<file path="src/rtl/mem_access_unit_if.sv">
// Request/response and data-memory signal bundle for the load/store unit.
// slave modport: the unit itself; master modport: the core plus attached memory.
// Ports: req_* handshake in, resp_* result out, memory strobes/address/data out, r_data_mem in.
interface mem_access_unit_if;
    logic        req_valid;
    logic        req_ready;
    logic        req_we;
    logic [2:0]  req_funct3;
    logic [31:0] req_addr;
    logic [31:0] req_wdata;

    logic        resp_valid;
    logic [31:0] resp_rdata;
    logic        resp_err;

    logic [31:0] data_addr;
    logic [31:0] w_data_mem;
    logic        r_en_mem;
    logic        w_en_mem;
    logic [1:0]  byte_sel;
    logic [31:0] r_data_mem;

    modport slave (
        input  req_valid, req_we, req_funct3, req_addr, req_wdata, r_data_mem,
        output req_ready, resp_valid, resp_rdata, resp_err,
               data_addr, w_data_mem, r_en_mem, w_en_mem, byte_sel
    );

    modport master (
        output req_valid, req_we, req_funct3, req_addr, req_wdata, r_data_mem,
        input  req_ready, resp_valid, resp_rdata, resp_err,
               data_addr, w_data_mem, r_en_mem, w_en_mem, byte_sel
    );
endinterface

</file>
<file path="src/rtl/mem_access_unit.sv">
// MEM-stage load/store unit: one request -> one single-cycle memory access -> one response pulse.
// Latency: transfer at edge N, strobe in cycle N..N+1, resp_valid in cycle N+1..N+2.
// Backpressure: req_ready drops for the access cycle only; peak one access every 2 cycles.
// Ports: clk, rst (async active-low), bus (mem_access_unit_if.slave: req_*, resp_*, memory side).
// Optional: define MEM_MISALIGN_TRAP_EN to flag misaligned half/word accesses as errors.
module mem_access_unit #(
    parameter int unsigned DROM_SPACE = 1024
) (
    input  logic              clk,
    input  logic              rst,
    mem_access_unit_if.slave  bus
);

    typedef enum logic [1:0] {
        S_IDLE   = 2'd0,
        S_ACCESS = 2'd1,
        S_RESP   = 2'd2
    } state_t;

    state_t      r_state;
    state_t      w_state_nxt;

    logic        r_we;
    logic [2:0]  r_funct3;
    logic        r_err;
    logic [31:0] r_data_addr;
    logic [31:0] r_w_data_mem;
    logic [1:0]  r_byte_sel;
    logic [31:0] r_resp_rdata;
    logic        r_resp_err;

    logic        w_req_ready;
    logic        w_xfer;
    logic        w_access;
    logic        w_resp_valid;
    logic [32:0] w_size;
    logic [32:0] w_last_byte;
    logic        w_f3_bad;
    logic        w_range_bad;
    logic        w_misalign;
    logic        w_err;
    logic [31:0] w_ext_rdata;

    assign w_req_ready = (r_state != S_ACCESS);
    assign w_xfer      = bus.req_valid & w_req_ready;

    // Request checks, evaluated on the raw request so the error is known before the access.
    always_comb begin
        w_size = 33'd4;
        case (bus.req_funct3[1:0])
            2'b00:   w_size = 33'd1;
            2'b01:   w_size = 33'd2;
            default: w_size = 33'd4;
        endcase
        // 33-bit sum so an access near 0xFFFFFFFF cannot wrap back into range.
        w_last_byte = {1'b0, bus.req_addr} + w_size - 33'd1;
        w_range_bad = (w_last_byte >= 33'(DROM_SPACE));

        if (bus.req_we)
            w_f3_bad = (bus.req_funct3 > 3'd2);
        else
            w_f3_bad = (bus.req_funct3 == 3'b011) || (bus.req_funct3[2:1] == 2'b11);

`ifdef MEM_MISALIGN_TRAP_EN
        w_misalign = ((bus.req_funct3[1:0] == 2'b01) && bus.req_addr[0]) ||
                     ((bus.req_funct3[1:0] == 2'b10) && (bus.req_addr[1:0] != 2'b00));
`else
        w_misalign = 1'b0;
`endif
        w_err = w_f3_bad | w_range_bad | w_misalign;
    end

    // Load data extension from the latched funct3.
    always_comb begin
        w_ext_rdata = bus.r_data_mem;
        case (r_funct3)
            3'b000:  w_ext_rdata = {{24{bus.r_data_mem[7]}},  bus.r_data_mem[7:0]};
            3'b100:  w_ext_rdata = {24'd0,                    bus.r_data_mem[7:0]};
            3'b001:  w_ext_rdata = {{16{bus.r_data_mem[15]}}, bus.r_data_mem[15:0]};
            3'b101:  w_ext_rdata = {16'd0,                    bus.r_data_mem[15:0]};
            default: w_ext_rdata = bus.r_data_mem;
        endcase
    end

    // FSM next state and state-derived controls.
    always_comb begin
        w_state_nxt  = r_state;
        w_access     = 1'b0;
        w_resp_valid = 1'b0;
        case (r_state)
            S_IDLE: begin
                if (w_xfer) w_state_nxt = S_ACCESS;
            end
            S_ACCESS: begin
                w_access    = 1'b1;
                w_state_nxt = S_RESP;
            end
            S_RESP: begin
                w_resp_valid = 1'b1;
                w_state_nxt  = w_xfer ? S_ACCESS : S_IDLE;
            end
            default: w_state_nxt = S_IDLE;
        endcase
    end

    always_ff @(posedge clk or negedge rst) begin
        if (!rst) r_state <= S_IDLE;
        else      r_state <= w_state_nxt;
    end

    // Request latch. Memory-side address/data/size only change for accesses that will
    // actually strobe, so they hold their last legal values across errors and idle.
    always_ff @(posedge clk or negedge rst) begin
        if (!rst) begin
            r_we         <= 1'b0;
            r_funct3     <= 3'd0;
            r_err        <= 1'b0;
            r_data_addr  <= 32'd0;
            r_w_data_mem <= 32'd0;
            r_byte_sel   <= 2'b00;
        end else if (w_xfer) begin
            r_we     <= bus.req_we;
            r_funct3 <= bus.req_funct3;
            r_err    <= w_err;
            if (!w_err) begin
                r_data_addr  <= bus.req_addr;
                r_w_data_mem <= bus.req_wdata;
                r_byte_sel   <= bus.req_funct3[1:0];
            end
        end
    end

    // Response capture at the end of the access cycle.
    always_ff @(posedge clk or negedge rst) begin
        if (!rst) begin
            r_resp_rdata <= 32'd0;
            r_resp_err   <= 1'b0;
        end else if (w_access) begin
            r_resp_err   <= r_err;
            r_resp_rdata <= (r_err || r_we) ? 32'd0 : w_ext_rdata;
        end
    end

    assign bus.req_ready  = w_req_ready;
    assign bus.resp_valid = w_resp_valid;
    assign bus.resp_rdata = r_resp_rdata;
    assign bus.resp_err   = r_resp_err;
    assign bus.r_en_mem   = w_access & ~r_err & ~r_we;
    assign bus.w_en_mem   = w_access & ~r_err &  r_we;
    assign bus.data_addr  = r_data_addr;
    assign bus.w_data_mem = r_w_data_mem;
    assign bus.byte_sel   = r_byte_sel;

endmodule

</file>
<file path="src/flat_wrapper.sv">
// flat-port wrapper written by rule: the top's interface ports become plain ports
module mem_access_unit_flat 
#(
    parameter int unsigned DROM_SPACE = 1024
)
  (clk, rst, bus_req_valid, bus_req_we, bus_req_funct3, bus_req_addr, bus_req_wdata, bus_r_data_mem, bus_req_ready, bus_resp_valid, bus_resp_rdata, bus_resp_err, bus_data_addr, bus_w_data_mem, bus_r_en_mem, bus_w_en_mem, bus_byte_sel);
  mem_access_unit_if bus_i ();
  input  logic clk;
  input  logic rst;
  input wire logic [$bits(bus_i.req_valid)-1:0] bus_req_valid;
  input wire logic [$bits(bus_i.req_we)-1:0] bus_req_we;
  input wire logic [$bits(bus_i.req_funct3)-1:0] bus_req_funct3;
  input wire logic [$bits(bus_i.req_addr)-1:0] bus_req_addr;
  input wire logic [$bits(bus_i.req_wdata)-1:0] bus_req_wdata;
  input wire logic [$bits(bus_i.r_data_mem)-1:0] bus_r_data_mem;
  output wire logic [$bits(bus_i.req_ready)-1:0] bus_req_ready;
  output wire logic [$bits(bus_i.resp_valid)-1:0] bus_resp_valid;
  output wire logic [$bits(bus_i.resp_rdata)-1:0] bus_resp_rdata;
  output wire logic [$bits(bus_i.resp_err)-1:0] bus_resp_err;
  output wire logic [$bits(bus_i.data_addr)-1:0] bus_data_addr;
  output wire logic [$bits(bus_i.w_data_mem)-1:0] bus_w_data_mem;
  output wire logic [$bits(bus_i.r_en_mem)-1:0] bus_r_en_mem;
  output wire logic [$bits(bus_i.w_en_mem)-1:0] bus_w_en_mem;
  output wire logic [$bits(bus_i.byte_sel)-1:0] bus_byte_sel;
  assign bus_i.req_valid = bus_req_valid;
  assign bus_i.req_we = bus_req_we;
  assign bus_i.req_funct3 = bus_req_funct3;
  assign bus_i.req_addr = bus_req_addr;
  assign bus_i.req_wdata = bus_req_wdata;
  assign bus_i.r_data_mem = bus_r_data_mem;
  assign bus_req_ready = bus_i.req_ready;
  assign bus_resp_valid = bus_i.resp_valid;
  assign bus_resp_rdata = bus_i.resp_rdata;
  assign bus_resp_err = bus_i.resp_err;
  assign bus_data_addr = bus_i.data_addr;
  assign bus_w_data_mem = bus_i.w_data_mem;
  assign bus_r_en_mem = bus_i.r_en_mem;
  assign bus_w_en_mem = bus_i.w_en_mem;
  assign bus_byte_sel = bus_i.byte_sel;
  mem_access_unit #(.DROM_SPACE(DROM_SPACE)) u_core (.clk(clk), .rst(rst), .bus(bus_i));
endmodule
</file>
<file path="config.mk">
export PLATFORM = sky130hd
export DESIGN_NAME = mem_access_unit_flat
export DESIGN_NICKNAME = d
export VERILOG_FILES = /design/src/rtl/mem_access_unit_if.sv /design/src/rtl/mem_access_unit.sv /design/src/flat_wrapper.sv
export SDC_FILE = /design/constraint.sdc
export NUM_CORES = 1
export LEC_CHECK = 0
export CORE_ASPECT_RATIO = 0.7
export CORE_MARGIN = 1
export CORE_UTILIZATION = 48
export CTS_BUF_LIST = sky130_fd_sc_hd__clkbuf_2
export DETAILED_ROUTE_END_ITERATION = 12
export GPL_ROUTABILITY_DRIVEN = 0
export PLACE_DENSITY = 0.83
export RECOVER_POWER = 25
export SLEW_MARGIN = 10
export SYNTH_ARGS = -nofsm -noshare
export SYNTH_HDL_FRONTEND = slang
export SYNTH_SLANG_ARGS = --single-unit
</file>
<file path="constraint.sdc">
create_clock -name clk -period 3.3 [get_ports clk]
set_input_delay 0.495 -clock clk [delete_from_list [all_inputs] [get_ports clk]]
set_output_delay 0.495 -clock clk [all_outputs]
set_load 0.02 [all_outputs]
</file>
== After elaboration in Yosys (flattened, before gate mapping) ==
Cells that the tools add are included.

* Register bits after elaboration: 106
* Bits in latches: 0
* Memory bits (writable): 0
* ROM bits: 0
* Output and inout port bits: 103
* Memories: 0

* Add/subtract/negate cells: 2
* $mul: 0
* Divide/modulo/power cells: 0
* Magnitude comparators: 2
* Equal/unequal tests: 10
* Shifts and indexed selects: 0
* Muxes and demuxes: 9
* Bitwise operators: 8
* Reduce and logical (&&, ||, !) cells: 6

{| class="wikitable"
|+ Operators by type and width
! cell !! number
|-
| one-hot mux 32 bit (4 select lines) || 1
|-
| adder 32 x 3 -> 33 bit || 1
|-
| >= comparator 33 x 11 -> 1 bit, second input constant || 1
|-
| subtractor 33 x 1 -> 33 bit, second input constant || 1
|-
| 2-to-1 mux 32 bit || 1
|-
| equality test 3 bit, second input constant || 2
|-
| one-hot mux 2 bit (3 select lines) || 1
|-
| one-hot mux 3 bit (2 select lines) || 1
|-
| AND 1 bit || 4
|-
| equality test 2 x 1 -> 1 bit, second input constant || 2
|-
| equality test 2 bit, second input constant || 2
|-
| zero test 2 bit || 2
|-
| 2-to-1 mux 1 bit || 4
|-
| != test 2 x 1 -> 1 bit, second input constant || 2
|-
| equality test 3 x 1 -> 1 bit, second input constant || 1
|-
| equality test 3 x 2 -> 1 bit, second input constant || 1
|-
| > comparator 3 x 2 -> 1 bit, second input constant || 1
|-
| zero test 3 bit || 1
|-
| inverter 1 bit || 3
|-
| logical OR 1 bit || 2
|-
| 2-to-1 mux 2 bit || 1
|-
| AND reduction 2 bit || 1
|-
| OR 1 bit || 1
|}

== Logic depth before layout (Yosys ltp) ==
Gate-level depths: netlist of the first run.

* Depth after elaboration: 8
* Gate-level depth with buffers: 18

== Worst setup path before layout of the first run ==
OpenSTA, ideal clock, no wires.

* Path kind: input to register
* Start: in bus_req_funct3[0]
* End: reg u_core.r_w_data_mem[10] (netlist: u_core.bus.w_data_mem[10])
* Library setup time: 0.125 ns
* Data arrival time: 3.579 ns
* Data required time: 3.175 ns
* Setup slack: -0.405 ns
* Stages: 17
* Cell sequence: or2_2 ha_1 inv_1 ha_1 inv_1 fa_1 nor2b_1 o31ai_1 a2bb2oi_1 o31ai_1 o21ai_0 mux2_2 a211oi_1 nand4_1 buf_4 buf_6 mux2_4

* Longest elaborated chain between the ends: 8
* Elaborated cells between the ends (all ways): 13

{| class="wikitable"
|+ Ends and longest elaborated chain
! what !! line !! source
|-
| start: declaration || flat_wrapper.sv:12 || <nowiki>input wire logic [$bits(bus_i.req_funct3)-1:0] bus_req_funct3;</nowiki>
|-
| equality test 2 x 1 -> 1 bit / zero test 2 bit (equally long branches) || mem_access_unit.sv:50 || <nowiki>case (bus.req_funct3[1:0])</nowiki>
|-
| one-hot mux 3 bit (2 select lines) || mem_access_unit.sv:50 ||
|-
| adder 32 x 3 -> 33 bit || mem_access_unit.sv:56 || <nowiki>w_last_byte = {1'b0, bus.req_addr} + w_size - 33'd1;</nowiki>
|-
| subtractor 33 x 1 -> 33 bit || mem_access_unit.sv:56 ||
|-
| >= comparator 33 x 11 -> 1 bit || mem_access_unit.sv:57 || <nowiki>w_range_bad = (w_last_byte >= 33'(DROM_SPACE));</nowiki>
|-
| OR 1 bit (*) || mem_access_unit.sv:70 || <nowiki>w_err = w_f3_bad | w_range_bad | w_misalign;</nowiki>
|-
| inverter 1 bit (no line) (*) || - ||
|-
| AND reduction 2 bit (no line) (*) || - ||
|-
| end signal: assignment || mem_access_unit.sv:127 || <nowiki>r_w_data_mem <= bus.req_wdata;</nowiki>
|-
| end: declaration || mem_access_unit.sv:27 || <nowiki>logic [31:0] r_w_data_mem;</nowiki>
|}

Every way passes the cells marked *; elsewhere a longest branch is shown, timed or not.
A chain may end at the register's enable or synchronous reset.

== Final worst setup path of the first run ==
* Start: in bus_req_funct3[1]
* End: reg u_core.r_w_data_mem[19] (netlist: u_core.bus.w_data_mem[19])

Same word-level chain as after synthesis.

==> impl_metrics.tcl, run 1 <==
set metrics [dict create \
    pre_cts_ws_ns -1.29 \
    hold_viol 0 \
    yosysSeqAreaShare_pct 41.4 \
    grt_pass1_vias 6353 \
    postRouteWirelength_mm 20.4 \
    final_cell_mix "clkdlybuf4s50_1, buf_4, dfrtp_1" \
    nets 1091 \
    synthAdderAreaFrac_pct 6.95 \
    vias 6339 \
    synth_compound_gate_area_share_pct 17.2 \
    row_count 34 \
    critical_path_buf_inv_count 7 \
    worstSetupPathDepth 18 \
    slowest_delay_ns 0.33 \
    crit_type "input port to flop" \
    clkTransAtPathRegs_ns 0.31 \
    grt_usage_pct 29.1 \
    async_flop_share_pct 100 \
    core_um2 12700 \
    start_util_pct 50.4 \
    worst_setup_path_end_kind "flop" \
    die_h_um 98.6 \
    vias_per_cell 5.65 \
    cp.required_ns 3.83 \
    worst_r2r_path_depth 11 \
    fin_crit_ns 3.48 \
    synthesis.instances 642 \
    crit_slowest_cell "or2_2" \
    syn_area_um2 6400 \
    synth_edf_count 0 \
    pwr-share-clk_pct 23.7 \
    violations "setup timing" \
    fp.dieW_um 140 \
    p_seq_share_pct 45.4 \
    htreeDepth 3 \
    status "finished with violations" \
    cts.sinks 106 \
    syn_nets 780 \
    worstPathMaxFanout 11 \
    cts_inserted_buffers 9 \
    critical_path.top_delay_family "compound AO/OA/AOI/OAI gates" \
    cts_tree "yes" \
    synthFlopType "dfrtp_1" \
    min_path_cells 2 \
    power.internal_uw 1970 \
    power.switching_uw 967 \
    fin_cells 1121 \
    drive_gt1_share_pct 28.1 \
    setup_viol 67 \
    root_buffer "clkbuf_2" \
    drt-pass1-iter-count 6 \
    place.port_buffers 205 \
    p_leak_uw 0.00479 \
    synth_mux_area_share_pct 14.8 \
    post-route-util_pct 78.7 \
    yosys.area_share.simple_pct 13.3 \
    yosysWarnings 0 \
    num_io_pins 206 \
    clock_latency_ns 0.63 \
    wl_per_cell_um 18.2 \
    comb_power_share_pct 30.9 \
    fin_crit_sh_pct 105 \
    setup_ws_ns -0.179 \
    synth-xor-area-share_pct 0.820 \
    holdWs_ns 0.131 \
    path_cells "buf_6, inv_2, buf_4, buf_4, ha_4, inv_1, ha_1, a21oi_1, a2bb2oi_2, a211oi_2, or2_2, a311oi_1, o221ai_1, nor4_4, nand4_1, buf_6, buf_12, mux2_4" \
    drt_iter0_drc 469 \
    avgSynthCellArea_um2 9.98 \
    final_common_cell "clkdlybuf4s50_1" \
    power_density_nw_per_um2 293 \
    hold_class "input port to flop" \
    grt_max_degree 55 \
    synthToLayoutAreaGrowth_pct 56.3 \
    startpoint_type "input port" \
    vdd_drop_max_mv 0.193 \
    synth_top_family_by_area "compound AO/OA/AOI/OAI gates" \
    grt_overflow 0 \
    ys_ff_latch 106 \
    relSlewSlack_pct 10.7 \
    placed_cells 1095 \
    dieArea_um2 13800 \
    antenna_found_initial 1 \
    arrival_ns 4.01 \
    switching_share_pct 32.9 \
    final.setup_skew_ns 0.0471 \
    ant_nets 0 \
    max-clock-path-buffers 2 \
    yosys.cell_types.count 58 \
    slew_viol_final 0 \
    grt_pass1_wl_mm 31.7 \
    rsz0062_at_grt "true" \
    drc 0 \
    hpwl_mm 14.7 \
    fmax_mhz 287 \
    tightest_slew_ns 1.34 \
    max_cap_violations 0 \
    power_uw 2940 \
]
synth_stat cells, types with 5 or more instances:
cell type | count | share of area (%)
a22o_1 | 17 | 2.3
dfrtp_1 | 106 | 41
inv_1 | 52 | 3.0
clkbuf_1 | 19 | 1.1
buf_2 | 8 | 0.63
a211oi_1 | 9 | 1.1
nor2_1 | 24 | 1.4
nand3_1 | 14 | 1.1
a21oi_1 | 32 | 2.5
o21ai_0 | 50 | 3.9
nand2_1 | 58 | 3.4
xnor2_1 | 5 | 0.68
mux2_2 | 43 | 7.6
ha_1 | 34 | 6.6
o21a_1 | 8 | 0.94
nand4_1 | 14 | 1.4
nor3_1 | 6 | 0.47
mux2_4 | 29 | 6.8
a21o_1 | 7 | 0.82
nor2b_1 | 26 | 2.5
power by group through the flow:
stage | combinational, µW | clock, µW | sequential, µW
2_1_floorplan | 390 | 0 | 1340
3_3_place_gp | 783 | 0 | 1350
3_5_place_dp | 815 | 0 | 1350
4_1_cts | 834 | 718 | 1330
5_1_grt | 972 | 773 | 1340
6_report | 907 | 697 | 1330
logic make-up after synthesis:
kind of cell,Yosys count
adders and majority gates,35
DFF,106
and+or+nand+nor,169
muxes,75
buffers and inverters,84
AOI/OAI and AO/OA,167
xor gates and xnor gates,6
flip-flops by register name, indices dropped and copies added, names as in the netlist:
name                   count
u_core.bus.w_data_mem     32
u_core.bus.byte_sel        2
u_core.r_funct3            3
u_core.bus.resp_rdata     32
u_core.r_we                1
u_core.bus.resp_err        1
u_core.bus.data_addr      32
u_core.r_err               1
u_core.r_state             2
routing by layer:
metal,part of all wire (%),wire [µm],track usage (%)
met4,3.5,719,10.6
met2,46,9390,47.4
met1,44,8890,38.8
met5,0,0,0
met3,6.9,1420,5.73
what timing repair did:
action / CTS / global route
gates resized for setup: 35 / 43
endpoints found under the setup margin: 67 / 67
pin swaps: 13 / 19
hold buffers: 1 / 0
setup buffers: 4 / 0
gates cloned: 4 / 0
hold endpoints to repair: 52 / 0
path summary, 6_finish.rpt:
check | from | end | slack [ns]
worst max-delay path | bus_req_funct3[1] | u_core.bus.w_data_mem[19]$_DFFE_PN0P_ | -0.18
worst min-delay path | bus_req_addr[1] | u_core.bus.data_addr[1]$_DFFE_PN0P_ | 0.13
worst max register to register | u_core.r_state[0]$_DFFE_PN0P_ | u_core.bus.w_data_mem[19]$_DFFE_PN0P_ | 0.12
worst min register to register | u_core.r_state[0]$_DFFE_PN0P_ | u_core.r_state[0]$_DFFE_PN0P_ | 0.48
max in group asynchronous | rst | u_core.bus.byte_sel[0]$_DFFE_PN0P_ | 0.65
min in group asynchronous | rst | u_core.bus.w_data_mem[22]$_DFFE_PN0P_ | 0.64
metrics by stage:
step	TNS, ns	instance area, µm²
after global placement	-75.86	9450
after detailed placement	-80.65	9450
final	-8.36	10000
after CTS	-4.84	9800
after floorplan	-16.65	6460
after global routing	-7.44	10000
cell type report:
| cell class | instances | area, µm² |
|---|---|---|
| antenna | 1 | 2.50 |
| clock buffer | 9 | 45.0 |
| clock inverter | 7 | 92.6 |
| fill | 802 | 2710 |
| inverter | 52 | 195 |
| multi-input combinational | 452 | 3710 |
| sequential | 106 | 2650 |
| tap | 162 | 203 |
| timing repair buffer | 332 | 3110 |
(Power assumes the default switching activity.)
==> run 2: changes to the inputs <==
--- a/config.mk
+++ b/config.mk
@@ -13,6 +13,7 @@
 export GPL_ROUTABILITY_DRIVEN = 0
 export PLACE_DENSITY = 0.83
 export RECOVER_POWER = 25
+export SETUP_SLACK_MARGIN = 0.2
 export SLEW_MARGIN = 10
 export SYNTH_ARGS = -nofsm -noshare
 export SYNTH_HDL_FRONTEND = slang
==> impl_metrics.tcl, run 2 (synthesized netlist as in run 1, its figures left out) <==
set metrics [dict create \
    grt_max_degree 55 \
    slew_viol_final 0 \
    final.setup_skew_ns 0.0371 \
    vdd_drop_max_mv 0.193 \
    fin_setup_tns_ns -8.48 \
    place.port_buffers 205 \
    rsz0062_at_grt "true" \
    critical_path.top_delay_family "compound AO/OA/AOI/OAI gates" \
    worst_setup_path_end_kind "flop" \
    num_io_pins 206 \
    drt_iter0_drc 464 \
    crit_type "input port to flop" \
    violations "setup timing" \
    vias_per_cell 5.68 \
    antenna_found_initial 1 \
    grt_usage_pct 29.1 \
    vias 6370 \
    wl_per_cell_um 18.3 \
    path_cells "buf_6, inv_2, buf_4, buf_4, ha_4, inv_1, ha_1, a21oi_1, a2bb2oi_2, a211oi_2, or2_2, a311oi_1, o221ai_1, nor4_4, nand4_1, buf_6, buf_12, mux2_4" \
    drc 0 \
    nets 1091 \
    drt-pass1-iter-count 6 \
    final_common_cell "clkdlybuf4s50_1" \
    clock_latency_ns 0.61 \
    clkTransAtPathRegs_ns 0.31 \
    grt_pass1_wl_mm 31.7 \
    reg2reg_from "u_core.r_state[0]$_DFFE_PN0P_" \
    hold_viol 0 \
    ant_nets 0 \
    critical_path_buf_inv_count 7 \
    drive_gt1_share_pct 28.1 \
    start_util_pct 50.4 \
    slowest_delay_ns 0.34 \
    hpwl_mm 14.7 \
    cts_tree "yes" \
    worst_r2r_path_depth 11 \
    startpoint_type "input port" \
    cp.required_ns 3.83 \
    tightest_slew_ns 1.35 \
    die_h_um 98.6 \
    cts.sinks 106 \
    hold_class "input port to flop" \
    arrival_ns 4.00 \
    fp.dieW_um 140 \
    power_density_nw_per_um2 293 \
    row_count 34 \
    worstPathMaxFanout 11 \
    setup_viol 67 \
    fmax_mhz 288 \
    status "finished with violations" \
    r2r_slack_ns 0.11 \
    cp-startpoint "bus_req_funct3[1]" \
    worstSetupPathDepth 18 \
    fin_cells 1121 \
    crit_end "u_core.bus.w_data_mem[19]$_DFFE_PN0P_" \
    holdWs_ns 0.144 \
    p_leak_uw 0.00480 \
    root_buffer "clkbuf_2" \
    postRouteWirelength_mm 20.5 \
    core_um2 12700 \
    final_cell_mix "clkdlybuf4s50_1, buf_4, dfrtp_1" \
    fin_crit_sh_pct 105 \
    grt_overflow 0 \
    dieArea_um2 13800 \
    reg2reg_to "u_core.bus.w_data_mem[19]$_DFFE_PN0P_" \
    post-route-util_pct 78.7 \
    crit_slowest_cell "a311oi_1" \
    setup_ws_ns -0.177 \
    htreeDepth 3 \
    grt_pass1_vias 6353 \
    cts_inserted_buffers 9 \
    synthToLayoutAreaGrowth_pct 56.3 \
    max_cap_violations 0 \
    relSlewSlack_pct 9.82 \
    fin_crit_ns 3.48 \
    placed_cells 1095 \
    max-clock-path-buffers 2 \
]
run 2: power breakdown:
group	switching (µW)	leakage [µW]	internal, µW
Combinational	449	0.00325	459
Clock	494	0.0000818	198
Sequential	20.2	0.00146	1310
Total	963	0.00480	1970
run 2: worst min-delay path by stage:
stage / depth (start not counted) / endpoint / slack (ns) / from
3_3_place_gp: 1 / u_core.r_state[0]$_DFFE_PN0P_ / 0.45 / u_core.r_state[0]$_DFFE_PN0P_
6_report: 2 / u_core.bus.data_addr[1]$_DFFE_PN0P_ / 0.14 / bus_req_addr[1]
3_5_place_dp: 1 / u_core.r_state[0]$_DFFE_PN0P_ / 0.45 / u_core.r_state[0]$_DFFE_PN0P_
2_1_floorplan: 0 / u_core.bus.byte_sel[0]$_DFFE_PN0P_ / 0.20 / rst
4_1_cts: 2 / u_core.bus.data_addr[1]$_DFFE_PN0P_ / 0.1 / bus_req_addr[1]
5_1_grt: 2 / u_core.bus.data_addr[1]$_DFFE_PN0P_ / 0.08 / bus_req_addr[1]
run 2: area by class of cell:
| class | count | area [µm²] |
|---|---|---|
| multi-input combinational | 452 | 3710 |
| timing repair buffer | 332 | 3110 |
| fill | 803 | 2710 |
| sequential | 106 | 2650 |
| tap | 162 | 203 |
| inverter | 52 | 195 |
| clock inverter | 7 | 92.6 |
| clock buffer | 9 | 45.0 |
| antenna | 1 | 2.50 |
run 2: worst reg2reg max path: stages, from the launching register on:
cell and delay, ns:
dfrtp_1 0.48, nand2b_1 0.11, nand4_1 0.17, or3_1 0.42, a211oi_2 0.23, nor4bb_4 0.33, nand4_1 0.20, nor4_4 0.34
nand4_1 0.17, buf_6 0.21, buf_12 0.16, mux2_4 0.31
run 2: metal layers:
metal	global-route usage (%)	wire length [µm]
met5	0	0
met1	38.8	8790
met4	10.6	779
met3	5.73	1570
met2	47.4	9330
run 2: through the flow:
step                area [µm²]  setup WS [ns]  power [µW]
floorplan                 6460         -0.328        1730
global placement          9450          -1.21        2140
detailed placement        9450          -1.29        2170
CTS                       9800         -0.127        2890
global route             10000         -0.169        3080
finish                   10000         -0.177        2930
run 2: what timing repair did:
| action | 4_1_cts | 5_1_grt |
|---|---|---|
| setup buffers | 4 | 0 |
| gates resized for setup | 36 | 43 |
| gates cloned | 4 | 0 |
| hold buffers | 1 | 0 |
| endpoints found under the hold margin | 52 | 0 |
| setup endpoints to repair | 68 | 67 |
| pin swaps | 13 | 19 |
